**config.mk**
```make
export PLATFORM = sky130hd
export DESIGN_NAME = i2c_target
export DESIGN_NICKNAME = d
export VERILOG_FILES = /design/src/rtl/i2c_target_pkg.sv /design/src/rtl/i2c_line_sync.sv /design/src/rtl/i2c_target.sv
export SDC_FILE = /design/constraint.sdc
export NUM_CORES = 1
export LEC_CHECK = 0
export CAP_MARGIN = 40
export CELL_PAD_IN_SITES_DETAIL_PLACEMENT = 1
export CELL_PAD_IN_SITES_GLOBAL_PLACEMENT = 1
export CORE_MARGIN = 1.5
export CORE_UTILIZATION = 44
export CTS_CLUSTER_DIAMETER = 150
export DETAILED_ROUTE_END_ITERATION = 7
export PLACE_DENSITY_LB_ADDON = 0.1
export SYNTH_ARGS = -nofsm -noshare
export SYNTH_HDL_FRONTEND = slang
export SYNTH_SLANG_ARGS = --single-unit
export TNS_END_PERCENT = 20
```
**constraint.sdc**
```tcl
create_clock -name clk -period 2.32 [get_ports clk]
set_input_delay 0.58 -clock clk [delete_from_list [all_inputs] [get_ports clk]]
set_output_delay 0.58 -clock clk [all_outputs]
set_load 0.005 [all_outputs]
```
**src/rtl/i2c_target_pkg.sv**
```systemverilog
// Shared types and bus constants for the I2C target.
package i2c_target_pkg;

    typedef enum logic [2:0] {
        S_IDLE,
        S_ADDR,
        S_ADDR_ACK,
        S_WRITE,
        S_WR_ACK,
        S_READ,
        S_RD_ACK,
        S_IGNORE
    } state_t;

    localparam logic ACK     = 1'b0;
    localparam logic NACK    = 1'b1;
    localparam logic RW_READ = 1'b1;

endpackage

```
**src/rtl/i2c_line_sync.sv**
```systemverilog
// SCL/SDA synchronizers with registered edge, START and STOP pulses.
module i2c_line_sync #(
    parameter int SYNC_STAGES = 2
) (
    input  logic clk,
    input  logic rst_n,
    input  logic scl_in,
    input  logic sda_in,
    output logic scl_rise,
    output logic scl_fall,
    output logic start_det,
    output logic stop_det,
    output logic sda
);

    logic [SYNC_STAGES-1:0] scl_s;
    logic [SYNC_STAGES-1:0] sda_s;
    logic                   scl_q;
    logic                   sda_q;
    logic                   scl_n;
    logic                   sda_n;

    assign scl_n = scl_s[SYNC_STAGES-1];
    assign sda_n = sda_s[SYNC_STAGES-1];

    always_ff @(posedge clk or negedge rst_n) begin
        if (!rst_n) begin
            scl_s     <= '1;
            sda_s     <= '1;
            scl_q     <= 1'b1;
            sda_q     <= 1'b1;
            scl_rise  <= 1'b0;
            scl_fall  <= 1'b0;
            start_det <= 1'b0;
            stop_det  <= 1'b0;
        end else begin
            scl_s     <= {scl_s[SYNC_STAGES-2:0], scl_in};
            sda_s     <= {sda_s[SYNC_STAGES-2:0], sda_in};
            scl_q     <= scl_n;
            sda_q     <= sda_n;
            scl_rise  <= scl_n & ~scl_q;
            scl_fall  <= ~scl_n & scl_q;
            start_det <= scl_n & scl_q & sda_q & ~sda_n;
            stop_det  <= scl_n & scl_q & ~sda_q & sda_n;
        end
    end

    // Aligned with the registered pulses above
    assign sda = sda_q;

endmodule

```
**src/rtl/i2c_target.sv**
```systemverilog
// I2C target: address match, write receive, read transmit.
module i2c_target
    import i2c_target_pkg::*;
#(
    parameter logic [6:0] ADDR        = 7'h42,
    parameter int         SYNC_STAGES = 2
) (
    input  logic       clk,
    input  logic       rst_n,
    input  logic       scl_in,
    input  logic       sda_in,
    output logic       sda_oe,
    output logic [7:0] rx_data,
    output logic       rx_valid,
    input  logic [7:0] tx_data,
    output logic       tx_req,
    output logic       busy
);

    logic       scl_rise;
    logic       scl_fall;
    logic       start_det;
    logic       stop_det;
    logic       sda;

    state_t     state;
    logic [2:0] cnt;
    logic [7:0] shreg;
    logic [7:0] txsh;
    logic       rw;
    logic       ackon;

    i2c_line_sync #(
        .SYNC_STAGES(SYNC_STAGES)
    ) u_sync (
        .clk      (clk),
        .rst_n    (rst_n),
        .scl_in   (scl_in),
        .sda_in   (sda_in),
        .scl_rise (scl_rise),
        .scl_fall (scl_fall),
        .start_det(start_det),
        .stop_det (stop_det),
        .sda      (sda)
    );

    always_ff @(posedge clk or negedge rst_n) begin
        if (!rst_n) begin
            state    <= S_IDLE;
            cnt      <= 3'd0;
            shreg    <= 8'd0;
            txsh     <= 8'd0;
            rw       <= 1'b0;
            ackon    <= 1'b0;
            sda_oe   <= 1'b0;
            rx_data  <= 8'd0;
            rx_valid <= 1'b0;
            tx_req   <= 1'b0;
            busy     <= 1'b0;
        end else begin
            rx_valid <= 1'b0;
            tx_req   <= 1'b0;
            if (stop_det) begin
                state  <= S_IDLE;
                sda_oe <= 1'b0;
                busy   <= 1'b0;
                ackon  <= 1'b0;
            end else if (start_det) begin
                state  <= S_ADDR;
                cnt    <= 3'd0;
                sda_oe <= 1'b0;
                ackon  <= 1'b0;
            end else begin
                unique case (state)
                    S_IDLE: ;
                    S_ADDR: if (scl_rise) begin
                        shreg <= {shreg[6:0], sda};
                        cnt   <= cnt + 3'd1;
                        if (cnt == 3'd7) begin
                            if (shreg[6:0] == ADDR) begin
                                state <= S_ADDR_ACK;
                                rw    <= sda;
                                ackon <= 1'b0;
                                busy  <= 1'b1;
                            end else begin
                                state <= S_IGNORE;
                                busy  <= 1'b0;
                            end
                        end
                    end
                    S_ADDR_ACK: if (scl_fall) begin
                        if (!ackon) begin
                            sda_oe <= 1'b1;
                            ackon  <= 1'b1;
                            if (rw == RW_READ) begin
                                txsh   <= tx_data;
                                tx_req <= 1'b1;
                            end
                        end else begin
                            ackon <= 1'b0;
                            cnt   <= 3'd0;
                            if (rw == RW_READ) begin
                                state  <= S_READ;
                                sda_oe <= ~txsh[7];
                            end else begin
                                state  <= S_WRITE;
                                sda_oe <= 1'b0;
                            end
                        end
                    end
                    S_WRITE: if (scl_rise) begin
                        shreg <= {shreg[6:0], sda};
                        cnt   <= cnt + 3'd1;
                        if (cnt == 3'd7) begin
                            rx_data  <= {shreg[6:0], sda};
                            rx_valid <= 1'b1;
                            ackon    <= 1'b0;
                            state    <= S_WR_ACK;
                        end
                    end
                    S_WR_ACK: if (scl_fall) begin
                        if (!ackon) begin
                            sda_oe <= 1'b1;
                            ackon  <= 1'b1;
                        end else begin
                            sda_oe <= 1'b0;
                            ackon  <= 1'b0;
                            cnt    <= 3'd0;
                            state  <= S_WRITE;
                        end
                    end
                    S_READ: if (scl_fall) begin
                        if (cnt == 3'd7) begin
                            sda_oe <= 1'b0;
                            ackon  <= 1'b0;
                            state  <= S_RD_ACK;
                        end else begin
                            sda_oe <= ~txsh[6];
                            txsh   <= {txsh[6:0], 1'b0};
                            cnt    <= cnt + 3'd1;
                        end
                    end
                    S_RD_ACK: begin
                        // Master's ACK is sampled first; bit7 goes out on the fall after it
                        if (scl_rise && !ackon) begin
                            if (sda == ACK) begin
                                txsh   <= tx_data;
                                tx_req <= 1'b1;
                                ackon  <= 1'b1;
                            end else begin
                                state <= S_IGNORE;
                                busy  <= 1'b0;
                            end
                        end else if (scl_fall && ackon) begin
                            sda_oe <= ~txsh[7];
                            cnt    <= 3'd0;
                            ackon  <= 1'b0;
                            state  <= S_READ;
                        end
                    end
                    S_IGNORE: sda_oe <= 1'b0;
                    default: state <= S_IDLE;
                endcase
            end
        end
    end

endmodule

```
After elaboration in Yosys (flattened, before gate mapping)
Cells that the tools add are included.

storage, ports and cells
  bits in registers = 45
  bits in writable memories = 0
  latch bits = 0
  word-level logic and storage cells = 180
  memories kept = 0
  ROM bits = 0

cells by class
  $lt $le $gt $ge = 0
  equality and inequality tests = 45
  muxes and demuxes = 80
  add/sub/neg operators = 1
  reductions and logical operators = 20
  $mul = 0
  div/mod/pow operators = 0
  bitwise logic cells = 15
  shift-type cells = 0

operators with widths
  cell                  count
  $mux W3               25
  $mux W8               7
  $mux W1               41
  $ne A4 B2 Y1 const B  8
  $ne A4 B1 Y1 const B  6
  $pmux W8 S3           1
  $ne A3 B1 Y1 const B  6
  $pmux W3 S6           1
  $reduce_and A6 Y1     3
  $reduce_and A9 Y1     2
  $eq A3 B3 Y1 const B  5
  $ne A3 B2 Y1 const B  5
  $reduce_bool A7 Y1    2
  $reduce_and A13 Y1    1
  $ne A2 B2 Y1 const B  6
  $pmux W3 S4           1
  $ne A5 B3 Y1 const B  2
  $pmux W1 S5           2
  $reduce_and A10 Y1    1
  $not A1 Y1            8
  $reduce_bool A8 Y1    1
  $and A1 B1 Y1         7
  $eq A7 B7 Y1 const B  1
  $eq A3 B2 Y1 const B  2
  other kinds (12)      17

Longest topological paths before layout
Gate-level depths: netlist of run 1.

  depth in word-level cells = 7
  mapped depth = 8
  mapped depth without buffers = 7

Hierarchy
Synthesis of run 1 repeated with hierarchy kept, for this count alone.

second synthesis, totals
  cells, all modules = 205
  area, all modules = 2326.0 um^2

by module, submodules not included
  module         times used  cells each  seq. area each (um^2)  area each (um^2)
  i2c_target     1           191         875.8                  2035.7
  i2c_line_sync  1           14          257.7                  290.3

Least setup slack after synthesis of run 1
Ideal clock, no wire load.

  kind = register to register
  start = reg cnt[0]
  end = reg txsh[5]
  data required time = 2.243 ns
  path slack = 0.525 ns
  setup time = 0.077 ns
  cell stages (with the launch flop) = 9
  data arrival time = 1.718 ns
  period minus slack after synthesis = 1.795 ns
  path through = dfrtp_1 -> ha_1 -> ha_1 -> nor2b_1 -> nand3_1 -> a21oi_2 -> buf_2 -> nor2_1 -> a21oi_1

between the ends
  longest elaborated chain between the ends = 3

RTL lines
  what                                 RTL line           text
  start: declaration                   i2c_target.sv:27   logic [2:0] cnt;
  start signal: assignment             i2c_target.sv:78   cnt <= cnt + 3'd1;
  start signal: assignment             i2c_target.sv:113  cnt <= cnt + 3'd1;
  start signal: assignment             i2c_target.sv:140  cnt <= cnt + 3'd1;
  $eq A3 B3 Y1                         i2c_target.sv:133  if (cnt == 3'd7) begin
  $ne A2 B2 Y1 (no source line)        -
  $reduce_and A10 Y1 (no source line)  -
  end signal: assignment               i2c_target.sv:96   txsh <= tx_data;
  end signal: assignment               i2c_target.sv:139  txsh <= {txsh[6:0], 1'b0};
  end signal: assignment               i2c_target.sv:147  txsh <= tx_data;
  end: declaration                     i2c_target.sv:29   logic [7:0] txsh;

No other way between the ends.
A chain may end at the register's enable or synchronous reset.

Final worst setup path of run 1
  start = reg state[2]
  end = reg ackon

between the ends
  longest elaborated chain between the ends = 5
  elaborated cells on any way between the ends = 20

RTL lines
  what                                                 RTL line          text
  start: declaration                                   i2c_target.sv:26  state_t state;
  start signal: assignment                             i2c_target.sv:49  state <= S_IDLE;
  start signal: assignment                             i2c_target.sv:64  state <= S_IDLE;
  start signal: assignment                             i2c_target.sv:69  state <= S_ADDR;
  $eq A3 B3 Y1 / $eq A3 B2 Y1 (equally long branches)  i2c_target.sv:74  unique case (state)
  $reduce_or A2 Y1 (no source line)                    -
  $pmux W1 S5                                          i2c_target.sv:74
  $mux W1                                              i2c_target.sv:68  end else if (start_det) begin
  $mux W1                                              i2c_target.sv:63  if (stop_det) begin
  end signal: assignment                               i2c_target.sv:67  ackon <= 1'b0;
  end signal: assignment                               i2c_target.sv:72  ackon <= 1'b0;
  end signal: assignment                               i2c_target.sv:83  ackon <= 1'b0;
  end: declaration                                     i2c_target.sv:31  logic ackon;

Parallel ways exist; a longest one is shown, timed or not.

==> results of run 1 <==
[power groups by stage]
stage / Combinational (mW) / Sequential (mW) / Clock [mW]
after detailed placement: 1.11 / 1.23 / 0
after CTS: 1.12 / 1.22 / 0.511
final: 1.11 / 1.22 / 0.491
after global placement: 1.04 / 1.21 / 0
after floorplan: 0.898 / 1.09 / 0
after global routing: 1.25 / 1.26 / 0.533
[cell usage after synthesis (2+ instances only)]
master      n
mux2_2     16
nor2_1     16
a211o_1     2
mux2i_1     9
nand3_1     8
nand2_1    12
o211ai_1    3
clkbuf_1    4
a211oi_1    3
dfstp_2     6
nor2b_1     6
a221o_1     2
nor3b_1     5
nor3_1      5
nor4b_1     2
o2111ai_1   2
or2_2       3
inv_1       8
dfrtp_1    39
ha_1        2
buf_2       7
o221ai_1    2
nand2b_1    3
a21oi_1    13
o21ai_0     9
nand3b_1    2
o2bb2ai_1   2
[worst paths after layout]
path / end / slack, ns / cells after the start
max: ackon$_DFFE_PN0P_ / 0.28 / 5
min: state[2]$_DFFE_PN0P_ / 0.36 / 2
max reg2reg: ackon$_DFFE_PN0P_ / 0.28 / 5
min reg2reg: u_sync.sda_s[1]$_DFF_PN1_ / 0.36 / 0
max in group asynchronous: u_sync.scl_q$_DFF_PN1_ / 1.57 / 2
min in group clk: u_sync.sda_s[1]$_DFF_PN1_ / 0.36 / 0
[worst max-delay path, stage by stage, from the launching register on]
cell,delay (ns)
dfrtp_1,0.58
nor4b_1,0.49
a41oi_1,0.14
or2_2,0.37
o2111ai_1,0.16
mux2i_1,0.23
[registers in the layout (all words and copies together) (netlist names)]
| signal | count |
|---|---|
| u_sync.stop_det | 1 |
| rx_data | 8 |
| ackon | 1 |
| u_sync.scl_rise | 1 |
| rw | 1 |
| txsh | 8 |
| shreg | 7 |
| state | 3 |
| u_sync.start_det | 1 |
| u_sync.scl_s | 2 |
| u_sync.sda | 1 |
| busy | 1 |
| sda_oe | 1 |
| u_sync.sda_s | 2 |
| rx_valid | 1 |
| tx_req | 1 |
| cnt | 3 |
| u_sync.scl_fall | 1 |
| u_sync.scl_q | 1 |
[final cells by class]
| cell class | instances | area [sq um] |
|---|---|---|
| sequential | 45 | 1134 |
| clock buffer | 5 | 68.82 |
| multi-input combinational | 144 | 1008 |
| inverter | 8 | 30.03 |
| clock inverter | 3 | 21.27 |
| tap | 67 | 83.83 |
| fill | 521 | 2155 |
| timing repair buffer | 31 | 285.3 |
[kinds of logic after synthesis]
kind of cell / Yosys count / share of synthesized area
buffers and inverters: 20 / 0.03820
DFF: 45 / 0.5090
muxes: 25 / 0.1213
adders and majority gates: 2 / 0.01123
xor gates and xnor gates: 1 / 0.003933
AOI/OAI and AO/OA: 46 / 0.1416
and+or+nand+nor: 70 / 0.1747
[metal layers]
metal,vias up,GRT usage,share of wire
met4,0,0.04321,0.0080
li1,806,-,-
met3,4,0.03930,0.024
met1,859,0.2830,0.46
met5,-,0,0
met2,24,0.3651,0.51
[stage by stage]
stage | utilization | area [sq um] | instances | power, mW | setup slack [ns]
after detailed placement | 0.5310 | 2541 | 295 | 2.342 | 0.3615
after floorplan | - | 2227 | 209 | 1.990 | 0.5249
after CTS | 0.5498 | 2631 | 303 | 2.846 | 0.3301
final | 0.5498 | 2631 | 303 | 2.821 | 0.2847
after global placement | 0.5310 | 2541 | 295 | 2.250 | 0.4358
after global routing | 0.5498 | 2631 | 303 | 3.037 | 0.1235
==> reports/qor.txt, run 1 <==
crit start category: register
Syn. warnings: 0
Max Freq: 491.3 MHz
Final Max Tran Viols: 0
Crit path required time: 2.54 ns
Yosys cell types: 45
mapped cell area: 0.002227 sq mm
skew final: 0.005794 ns
CP startpoint: state[2]$_DFFE_PN0P_
Leak: 1.143 nW
Pre-Repair DR Iteration Count: 4
net switching share of the total power: 0.3879
top cells by area, synth: dfrtp_1, mux2_2, dfstp_2
num ports: 24
clk sinks: 45
Final Cycle Share: 0.8773
Int Power: 1.727 mW
Peak VDD IR: 0.0006417 V
unrepaired setup endpoints after global routing: no
WS Path Type: reg -> reg
Tot GR Track Use: 0.2128
nets: 249
commonest non-fill, non-tap cell in the layout: dfrtp_1
Max-Cap Viols: 0
DIE WIDTH: 74.15 microns
Reg power frac: 0.432
antenna-violating nets left: 0
DR vias/cell: 5.587
post-CTS setup buffers: 0
Area growth syn-to-layout: 18.15%
RePlAce Congestion: 0.9375
PD cells: 1072 mW/mm^2
top cell type's share of synthesized area: 0.4382
die area: 0.005497 sq mm
clock-pin slew on the worst setup and hold paths: 0.09 ns
DR iter-0 viols: 170
outcome: completed
CP Max Fanout: 15
CTS Hold Bufs: 0
Critical Path AT: 2.26 ns
CTS root buffer: clkbuf_8
num rows: 25
total core area: 0.004786 sq mm
Worst Setup End Kind: register
via count: 1693
Synth Area per Inst: 10.66 sq um
Async SR Flop Fraction: 1.000
number of buffers created by CTS: 5
post-synthesis sequential area ratio: 0.5090
TNS Setup: 0 ns
global-route wire length before repair: 8942 microns
CTS H-tree depth: 2
combinational share of power: 0.393
Routed WL per cell: 16.95 microns
Hold WS: 0.3582 ns
type of the tightest min-delay check: in -> async
largest net degree at the start of global routing: 46
NetSw: 1.095 mW
number of global-route vias before repair: 1831
setup violators final: 0
die height: 74.15 microns
Yosys top cell by area: dfrtp_1
Clk Latency, worst-skew pair: 0.30 ns
initial antenna violation count: 0
GRT overflow: 0
share of layout cells above drive strength 1: 0.1949
IO buf count: 23
cts repair resizes: 0
hpwl dp: 3659 microns
#FFs+latches synth: 45
ANT cells: 0
final hold viol count: 0
Clk pwr share: 0.174
min Tclk post-route: 2.035 ns
CTS tree: yes
Worst R2R Start: state[2]$_DFFE_PN0P_
top_reg_cell synth: dfrtp_1
starting utilization of the core area: 0.4654
Slew HR: 0.6185
DRC: 0
Slew @ Worst Pin: 0.5722 ns
Post-synth EDFFs: 0
Syn Nets: 223
Routed WL: 5137 microns
maximum buffer depth of the clock tree: 2
Synth Instances: 209
most frequent cells in the layout: dfrtp_1, clkdlybuf4s50_1, nor2_1, mux2_2, a21oi_1
Note: power is estimated with default switching activity, not from simulation.
==> run 2: changes to the inputs <==
- HOLD_SLACK_MARGIN: unset -> 0.1
==> results of run 2 <==
No change in the layout: final DEF, timing and power equal those of run 1.
